### src/rtl/fetch_unit_if.sv
// Fetch-unit bus: decode-side control, instruction-memory read port and delivered instruction.
// The master modport is the fetch unit's view; the slave modport is the decode/memory side.
interface fetch_unit_if;
  logic [31:0] Alt_PC;
  logic        Request_Alt_PC;
  logic        WANT_FREEZE;
  logic        halt;
  logic        imem_req;
  logic [31:0] imem_addr;
  logic [31:0] imem_rdata;
  logic        imem_valid;
  logic [31:0] instr1_out;
  logic [31:0] instr_pc_out;
  logic [31:0] instr_pc_plus4_out;
  logic [31:0] fetch_count;

  modport master (
    input  Alt_PC, Request_Alt_PC, WANT_FREEZE, halt, imem_rdata, imem_valid,
    output imem_req, imem_addr, instr1_out, instr_pc_out, instr_pc_plus4_out, fetch_count
  );

  modport slave (
    output Alt_PC, Request_Alt_PC, WANT_FREEZE, halt, imem_rdata, imem_valid,
    input  imem_req, imem_addr, instr1_out, instr_pc_out, instr_pc_plus4_out, fetch_count
  );
endinterface

### src/rtl/fetch_unit.sv
// Instruction fetch: one outstanding imem read, one-entry hold buffer while decode stalls,
// redirect with kill of an in-flight response; delivered word appears one cycle after imem_valid.
module fetch_unit #(
  parameter logic [31:0] RESET_PC = 32'h00400000
) (
  input  logic          CLK,
  input  logic          RESET,
  fetch_unit_if.master  bus
);

  typedef enum logic [1:0] {S_REQ, S_WAIT, S_HOLD, S_FREEZE} state_t;

  state_t      state_q, state_d;
  logic [31:0] pc_q, pc_d;
  logic        kill_q, kill_d;
  logic [31:0] hold_q, hold_d;
  logic [31:0] instr_q, instr_d;
  logic [31:0] ipc_q, ipc_d;
  logic [31:0] ipc4_q, ipc4_d;
  logic [31:0] count_q, count_d;

  logic        issue;
  logic        deliver;
  logic [31:0] deliver_word;
  logic [31:0] pc_plus4;

  assign pc_plus4 = pc_q + 32'd4;

  always_comb begin
    state_d      = state_q;
    pc_d         = pc_q;
    kill_d       = kill_q;
    hold_d       = hold_q;
    issue        = 1'b0;
    deliver      = 1'b0;
    deliver_word = '0;

    if (bus.Request_Alt_PC) begin
      pc_d   = bus.Alt_PC;
      hold_d = '0;
      // An in-flight read that has not returned yet must be swallowed before refetching.
      if (state_q == S_WAIT && !bus.imem_valid) begin
        kill_d  = 1'b1;
        state_d = S_WAIT;
      end else begin
        kill_d  = 1'b0;
        state_d = S_REQ;
      end
    end else begin
      case (state_q)
        S_REQ: begin
          if (bus.WANT_FREEZE) begin
            state_d = S_FREEZE;
          end else begin
            issue   = 1'b1;
            state_d = S_WAIT;
          end
        end
        S_WAIT: begin
          if (bus.imem_valid) begin
            if (kill_q) begin
              kill_d  = 1'b0;
              state_d = S_REQ;
            end else if (bus.halt) begin
              hold_d  = bus.imem_rdata;
              state_d = S_HOLD;
            end else begin
              deliver      = 1'b1;
              deliver_word = bus.imem_rdata;
              pc_d         = pc_plus4;
              state_d      = S_REQ;
            end
          end
        end
        S_HOLD: begin
          if (!bus.halt) begin
            deliver      = 1'b1;
            deliver_word = hold_q;
            hold_d       = '0;
            pc_d         = pc_plus4;
            state_d      = S_REQ;
          end
        end
        S_FREEZE: begin
          if (!bus.WANT_FREEZE) begin
            state_d = S_REQ;
          end
        end
        default: state_d = S_REQ;
      endcase
    end
  end

  // Delivery registers are zero in every cycle that does not carry an instruction.
  always_comb begin
    instr_d = '0;
    ipc_d   = '0;
    ipc4_d  = '0;
    count_d = count_q;
    if (deliver) begin
      instr_d = deliver_word;
      ipc_d   = pc_q;
      ipc4_d  = pc_plus4;
      count_d = count_q + 32'd1;
    end
  end

  always_ff @(posedge CLK or negedge RESET) begin
    if (!RESET) begin
      state_q <= S_REQ;
      pc_q    <= RESET_PC;
      kill_q  <= 1'b0;
      hold_q  <= '0;
      instr_q <= '0;
      ipc_q   <= '0;
      ipc4_q  <= '0;
      count_q <= '0;
    end else begin
      state_q <= state_d;
      pc_q    <= pc_d;
      kill_q  <= kill_d;
      hold_q  <= hold_d;
      instr_q <= instr_d;
      ipc_q   <= ipc_d;
      ipc4_q  <= ipc4_d;
      count_q <= count_d;
    end
  end

  // The strobe is combinational from S_REQ so the first read leaves right after reset release;
  // gating with RESET keeps it low while reset is held.
  assign bus.imem_req           = issue & RESET;
  assign bus.imem_addr          = bus.imem_req ? pc_q : 32'd0;
  assign bus.instr1_out         = instr_q;
  assign bus.instr_pc_out       = ipc_q;
  assign bus.instr_pc_plus4_out = ipc4_q;
  assign bus.fetch_count        = count_q;

  a_single_outstanding: assert property (
    @(posedge CLK) disable iff (!RESET) bus.imem_req |=> !bus.imem_req);

  a_kill_only_waiting: assert property (
    @(posedge CLK) disable iff (!RESET) kill_q |-> (state_q == S_WAIT));

endmodule
### src/flat_wrapper.sv
// flat-port wrapper written by rule: the top's interface ports become plain ports
module fetch_unit_flat 
#(
  parameter logic [31:0] RESET_PC = 32'h00400000
)
  (CLK, RESET, bus_Alt_PC, bus_Request_Alt_PC, bus_WANT_FREEZE, bus_halt, bus_imem_rdata, bus_imem_valid, bus_imem_req, bus_imem_addr, bus_instr1_out, bus_instr_pc_out, bus_instr_pc_plus4_out, bus_fetch_count);
  fetch_unit_if bus_i ();
  input  logic CLK;
  input  logic RESET;
  input wire logic [$bits(bus_i.Alt_PC)-1:0] bus_Alt_PC;
  input wire logic [$bits(bus_i.Request_Alt_PC)-1:0] bus_Request_Alt_PC;
  input wire logic [$bits(bus_i.WANT_FREEZE)-1:0] bus_WANT_FREEZE;
  input wire logic [$bits(bus_i.halt)-1:0] bus_halt;
  input wire logic [$bits(bus_i.imem_rdata)-1:0] bus_imem_rdata;
  input wire logic [$bits(bus_i.imem_valid)-1:0] bus_imem_valid;
  output wire logic [$bits(bus_i.imem_req)-1:0] bus_imem_req;
  output wire logic [$bits(bus_i.imem_addr)-1:0] bus_imem_addr;
  output wire logic [$bits(bus_i.instr1_out)-1:0] bus_instr1_out;
  output wire logic [$bits(bus_i.instr_pc_out)-1:0] bus_instr_pc_out;
  output wire logic [$bits(bus_i.instr_pc_plus4_out)-1:0] bus_instr_pc_plus4_out;
  output wire logic [$bits(bus_i.fetch_count)-1:0] bus_fetch_count;
  assign bus_i.Alt_PC = bus_Alt_PC;
  assign bus_i.Request_Alt_PC = bus_Request_Alt_PC;
  assign bus_i.WANT_FREEZE = bus_WANT_FREEZE;
  assign bus_i.halt = bus_halt;
  assign bus_i.imem_rdata = bus_imem_rdata;
  assign bus_i.imem_valid = bus_imem_valid;
  assign bus_imem_req = bus_i.imem_req;
  assign bus_imem_addr = bus_i.imem_addr;
  assign bus_instr1_out = bus_i.instr1_out;
  assign bus_instr_pc_out = bus_i.instr_pc_out;
  assign bus_instr_pc_plus4_out = bus_i.instr_pc_plus4_out;
  assign bus_fetch_count = bus_i.fetch_count;
  fetch_unit #(.RESET_PC(RESET_PC)) u_core (.CLK(CLK), .RESET(RESET), .bus(bus_i));
endmodule
### config.mk
export PLATFORM = sky130hd
export DESIGN_NAME = fetch_unit_flat
export DESIGN_NICKNAME = d
export VERILOG_FILES = /design/src/rtl/fetch_unit_if.sv /design/src/rtl/fetch_unit.sv /design/src/flat_wrapper.sv
export SDC_FILE = /design/constraint.sdc
export NUM_CORES = 1
export LEC_CHECK = 0
export CORE_ASPECT_RATIO = 1.2
export CORE_MARGIN = 3
export CORE_UTILIZATION = 40
export DETAILED_ROUTE_END_ITERATION = 8
export PLACE_DENSITY = 0.71
export SLEW_MARGIN = 5
export SYNTH_ARGS = -nofsm -noshare
export SYNTH_HDL_FRONTEND = slang
export SYNTH_SLANG_ARGS = --single-unit
export TNS_END_PERCENT = 50
### constraint.sdc
create_clock -name CLK -period 4.2 [get_ports CLK]
set_clock_uncertainty 0.05 [all_clocks]
set_input_delay 1.26 -clock CLK [delete_from_list [all_inputs] [get_ports CLK]]
set_output_delay 1.26 -clock CLK [all_outputs]
set_load 0.01 [all_outputs]
==> flow_summary.yaml, run 1 <==
critical_path:
  rrSetupSlack_ns: 1.46
  rr_worst_depth: 7
  worstPathCellList: "dlygate4sd2_1 > nor3_4 > buf_4 > buf_16 > and2_1 > clkdlybuf4s50_1"
  path_class: "in2out"
  cpPeakStageDelay_ns: 0.53
  slowest_stage: "clkdlybuf4s50_1"
  crit_path_start: "bus_WANT_FREEZE"
  crit_required_ns: 2.89
  worstPathArrival_ns: 2.76
  cp_num_cells: 6
  cp-end-kind: "output port"
  reg2reg_from: "u_core.state_q[1]"
  cp_max_fo: 15
  crit_buf_inv: 4
  cp-start-kind: "input port"
  crit_family: "buffers and inverters"
  endpoint: "bus_imem_addr[9]"
  reg2reg_to: "u_core.bus.fetch_count[27]"
timing:
  slew_violations: 0
  rsz0062_at_grt: "no"
  fin_hold_ws_ns: 0.427
  setup_violations: 0
  worstMarginPinSlew_ns: 0.890
  fmax_mhz: 246
  period_needed_ns: 4.07
  maxSlewHeadroom_pct: 40.7
  timing.final.crit_share_pct: 96.9
  finalHoldViolations: 0
place:
  gp_congestion: 0.765
  place_hpwl_um: 16100
  numPortBuffers: 230
  placedCellCount: 1312
clock_network:
  hold_buffers: 0
  cts_made_buffers: 17
  clk_pin_slew_ns: 0.07
  cts_tree: "built"
  clk_path_buf_depth: 2
  cts-root-buf: "clkbuf_16"
  clk_latency_ns: 0.42
  htree_levels: 4
  cts_sinks: 193
grt:
  grt_usage_pct: 20.3
  antenna_found_initial: 2
  grt_pass1_wl_um: 38000
  overflow: 0
  grt_max_degree: 70
  grt_pass1_vias: 6920
logic_synthesis:
  syn_avg_cell_area_um2: 10.1
  syn-cell-area_um2: 8700
  synth_cells: 858
  yosysWarnings: 0
  synth_ff_type: "dfrtp_1"
  syn_nets: 935
  synthArstFlopShare_pct: 100
  synth_edf_count: 0
  synth_seq_cells: 193
  ys_types: 52
  synth.yosys.seq_area_share_pct: 55.5
drt:
  via_per_inst: 5.07
  dr.pass1.iters: 4
  routedWlPerCell_um: 17.5
  antenna_left: 0
  dr.first_iter.drc_count: 250
  wirelength_um: 23700
  vias: 6845
  drc: 0
floorplan:
  initial_utilization_pct: 41.1
  die_x_um: 141
  pin_count: 231
  coreArea_um2: 21200
  die_y_um: 168
  die_area_um2: 23600
  rows: 58
layout:
  nets: 1142
  fillers: 1887
  area_delta_synth_final_pct: 35.8
  drive_gt1_share_pct: 7.42
  fin_cells: 1349
pwr:
  leakagePower_nw: 5.01
  p_per_area_nw_per_um2: 394
  peakVddDrop_uv: 291
flow_run:
  cap_violations: 0
hold_path:
  hp-class: "reg2reg"
  holdPathStages: 1
outcome:
  status: "finished, final reports clean"
-- flip-flops by register name, indices dropped and copies added, names as in the netlist --
register / cells
u_core.pc_q: 32
u_core.bus.instr_pc_plus4_out: 30
u_core.bus.instr1_out: 32
u_core.kill_q: 1
u_core.hold_q: 32
u_core.bus.instr_pc_out: 32
u_core.state_q: 2
u_core.bus.fetch_count: 32
-- metal layers --
metal	part of all wire (%)	vias to the layer above	GRT usage, %
li1	-	3275	-
met2	49	223	34.5
met3	7.8	26	6.48
met5	0.055	-	0
met1	42	3319	25.1
met4	1.6	2	5.31
-- cell families after synthesis --
group | Yosys count | synth area share [%]
and+or+nand+nor | 382 | 22.4
DFF | 193 | 55.5
AOI/OAI and AO/OA | 114 | 7.85
xor gates and xnor gates | 81 | 8.15
buffers and inverters | 76 | 4.49
adders and majority gates | 7 | 1.01
muxes | 5 | 0.618
-- stage by stage --
step / util, % / setup slack [ns] / TNS [ns] / total power, mW / cell area (µm²)
2_1_floorplan: - / 0.581 / 0 / 2.67 / 8700
3_3_place_gp: 52.8 / -0.0846 / -2.23 / 3.06 / 11200
3_5_place_dp: 52.8 / -0.106 / -2.44 / 3.08 / 11200
4_1_cts: 55.8 / 0.124 / 0 / 4.71 / 11800
5_1_grt: 55.8 / 0.0397 / 0 / 4.91 / 11800
6_report: 55.8 / 0.132 / 0 / 4.66 / 11800
-- layout by cell type (no fill, tap or decap), drive strengths merged, types with 3 or more instances in the layout --
cell | netlist | layout
a31oi | 3 | 3
o21ai | 64 | 64
or2 | 3 | 3
xor2 | 48 | 48
ha | 7 | 7
clkinv | 0 | 4
dfrtp | 192 | 192
nand4 | 23 | 23
and3 | 5 | 5
and2 | 70 | 70
xnor2 | 33 | 33
and4 | 7 | 7
inv | 12 | 16
nor2 | 87 | 87
clkbuf | 49 | 21
a21oi | 8 | 8
nand3 | 28 | 28
clkdlybuf4s50 | 0 | 227
clkinvlp | 0 | 3
or3 | 7 | 7
nand4b | 3 | 3
nor4 | 8 | 8
mux2 | 3 | 3
a22oi | 32 | 32
buf | 14 | 23
nor3 | 17 | 17
nand2 | 116 | 116
-- timing repair --
item | 4_1_cts | 5_1_grt
gates resized for setup | 3 | 0
setup endpoints to repair | 32 | 0
buffers inserted | 3 | 0
-- report_power, final --
part | internal [mW] | total [mW] | switching, mW
Clock | 0.865 | 1.61 | 0.748
Combinational | 0.387 | 0.876 | 0.489
Sequential | 2.02 | 2.17 | 0.153
-- worst min path at each step --
stage / endpoint / slack (ns) / from
2_1_floorplan: u_core.hold_q[0] / 0.40 / u_core.hold_q[0]
3_3_place_gp: u_core.hold_q[26] / 0.41 / u_core.hold_q[26]
3_5_place_dp: u_core.bus.fetch_count[31] / 0.41 / u_core.bus.fetch_count[31]
4_1_cts: u_core.bus.fetch_count[31] / 0.42 / u_core.bus.fetch_count[31]
5_1_grt: u_core.bus.fetch_count[31] / 0.44 / u_core.bus.fetch_count[31]
6_report: u_core.bus.fetch_count[31] / 0.43 / u_core.bus.fetch_count[31]
-- layout make-up --
type / count / area (µm²) / share of cell area (%)
clock buffer: 20 / 457 / 3.86
multi-input combinational: 589 / 3520 / 29.8
tap: 270 / 338 / 2.86
clock inverter: 12 / 124 / 1.05
inverter: 12 / 45.0 / 0.381
timing repair buffer: 252 / 2500 / 21.1
sequential: 193 / 4830 / 40.9
antenna: 1 / 2.50 / 0.0212
-- cell usage after synthesis, types with 2 or more instances --
cell      count  area (µm²)
a21oi_1       8        40.0
a22oi_1      32         240
a31oi_1       3        18.8
and2_1       68         425
and2_2        2        15.0
and3_1        5        31.3
and4_1        7        61.3
buf_2         6        30.0
buf_4         6        45.0
buf_6         2        22.5
clkbuf_1     43         161
clkbuf_8      5        68.8
dfrtp_1     192        4800
ha_1          7        87.6
inv_1        12        45.0
mux2_2        3        33.8
mux2i_1       2        20.0
nand2_1     116         435
nand3_1      26         130
nand4_1      21         131
nand4b_1      3        26.3
nor2_1       87         327
nor3_1       16        80.1
nor3b_1       2        15.0
nor4_1        6        37.5
nor4bb_1      2        20.0
o21ai_0      64         320
o31ai_1       2        15.0
or2_2         3        18.8
or3_1         4        25.0
or3_2         3        22.5
xnor2_1      33         289
xor2_1       48         420
No activity file was read; power rests on OpenSTA's default activity.
==> inputs of run 2 (changes only) <==
- CORE_UTILIZATION: 40 -> 30
- PLACE_DENSITY: 0.71 -> 0.57
==> run 2 against run 1 <==
Compared with the run above: register-to-register slack better by 0.13 ns; critical path depth fell by 1; global-route usage decreased by 3.6 points; clock-buffer cell count decreased by 1; hold slack lost 0.0014 ns; die area increased by 32%; first-iteration DRC count is 4.8% lower; sequential share of layout area decreased by 0.22 points; highest routed layer unchanged.
==> flow_summary.yaml, run 2 (synthesis gave the netlist of run 1 again) <==
drt:
  wirelength_um: 25400
  via_per_inst: 4.63
  wl_met1_um: 11100
  antenna_left: 0
  highest_layer: "met5"
  route.met3.wl_um: 2160
  routedWlPerCell_um: 17.5
  dr.pass1.iters: 4
  dr.first_iter.drc_count: 238
  vias: 6734
  route.met2.wl_um: 11800
  drc: 0
grt:
  overflow: 0
  grt_usage_pct: 16.7
  grt_max_degree: 129
  grt_pass1_wl_um: 40300
  grt_pass1_vias: 6830
  antenna_found_initial: 1
place:
  place_hpwl_um: 17400
  gp_congestion: 0.741
  numPortBuffers: 230
timing:
  finalHoldViolations: 0
  worstMarginPinSlew_ns: 0.845
  fmax_mhz: 244
  rsz0062_at_grt: "no"
  finalSetupTns_ns: 0
  setup_violations: 0
  maxSlewHeadroom_pct: 43.7
  timing.final.crit_share_pct: 97.6
  period_needed_ns: 4.10
  fin_hold_ws_ns: 0.426
  slew_violations: 0
clock_network:
  clk_pin_slew_ns: 0.07
  cts_sinks: 193
  cts_tree: "built"
  clk_path_buf_depth: 2
  clk_latency_ns: 0.44
  cts_made_buffers: 17
  htree_levels: 4
  cts-root-buf: "clkbuf_16"
  hold_buffers: 0
hold_path:
  holdPathStages: 1
  hp-class: "reg2reg"
critical_path:
  crit_required_ns: 2.89
  cp_max_fo: 12
  crit_family: "buffers and inverters"
  slowest_stage: "clkdlybuf4s50_1"
  rr_worst_depth: 7
  cp-start-kind: "input port"
  cpPeakStageDelay_ns: 0.54
  worstPathCellList: "clkdlybuf4s50_1 > nor3_4 > buf_12 > buf_6 > clkdlybuf4s50_1"
  worstPathArrival_ns: 2.79
  cpMostUsedCell: "clkdlybuf4s50_1"
  crit_buf_inv: 4
  path_class: "in2out"
  cp_num_cells: 5
  cp-end-kind: "output port"
floorplan:
  pin_count: 231
  die_x_um: 161
  die_y_um: 193
  coreArea_um2: 28300
  rows: 67
  die_area_um2: 31100
  initial_utilization_pct: 30.8
layout:
  nets: 1141
  final_common_cell: "clkdlybuf4s50_1"
  area_delta_synth_final_pct: 36.5
  final_cell_mix: "clkdlybuf4s50_1 (196), dfrtp_1 (192), nand2_1 (116), nor2_1 (85), and2_1 (68)"
  num_antenna_cells: 0
  drive_gt1_share_pct: 7.07
pwr:
  leakagePower_nw: 5.18
  p_per_area_nw_per_um2: 384
  peakVddDrop_uv: 250
flow_run:
  cap_violations: 0
outcome:
  status: "finished, final reports clean"
## run 2: changes by cell type in the layout (fill, tap and decap cells not counted), sizes merged
cell | previous run | this run
clkinvlp | 3 | 5
clkdlybuf4s50 | 227 | 196
inv | 16 | 14
bufinv | 1 | 0
dlymetal6s2s | 0 | 4
clkbuf | 21 | 19
diode | 1 | 0
dlygate4sd2 | 1 | 28
## run 2: layer usage
metal  up-vias  GRT usage, %
met3        25          6.12
met5         -             0
li1       3260             -
met2       202          26.9
met4         2          4.53
met1      3245          21.3
## run 2: path summary, 6_finish.rpt
kind | start | to | slack [ns]
max | bus_WANT_FREEZE | bus_imem_req | 0.10
min | u_core.bus.fetch_count[31] | u_core.bus.fetch_count[31] | 0.43
max reg2reg | u_core.state_q[1] | u_core.bus.fetch_count[29] | 1.59
min reg2reg | u_core.bus.fetch_count[31] | u_core.bus.fetch_count[31] | 0.43
max in group asynchronous | RESET | u_core.bus.instr_pc_out[1] | 1.90
min in group asynchronous | RESET | u_core.bus.fetch_count[9] | 0.86
## run 2: report_power, final
group | switching (mW) | internal (mW) | leakage (nW) | total [mW]
Clock | 0.749 | 0.757 | 0.238 | 1.51
Sequential | 0.159 | 2.02 | 2.58 | 2.18
Combinational | 0.497 | 0.380 | 2.36 | 0.877
Total | 1.41 | 3.16 | 5.18 | 4.56
## run 2: repair_timing
item                       CTS  global route
resized for setup           34             4
setup buffers                1             0
setup endpoints to repair   28             4
pin swaps                    1             0
cloned                       1             0
## run 2: stage by stage
stage                     worst slack (ns)  cells  power (mW)  cell area, µm²  utilization (%)
after global routing                0.0364   1454        4.82           11900             42.1
after CTS                           0.0236   1454        4.63           11900             42.0
final                                0.102   1454        4.56           11900             42.1
after floorplan                      0.581    858        2.67            8700                -
after global placement              -0.130   1422        3.08           11300             40.1
after detailed placement            -0.134   1422        3.10           11300             40.1
## run 2: layout make-up
type                            instances  area, µm²
Fill cell                            2776      16400
Sequential cell                       193       4830
Multi-Input combinational cell        589       3520
Timing Repair Buffer                  251       2490
Tap cell                              379        474
Clock buffer                           19        433
Clock inverter                         11       86.3
Inverter                               12       45.0
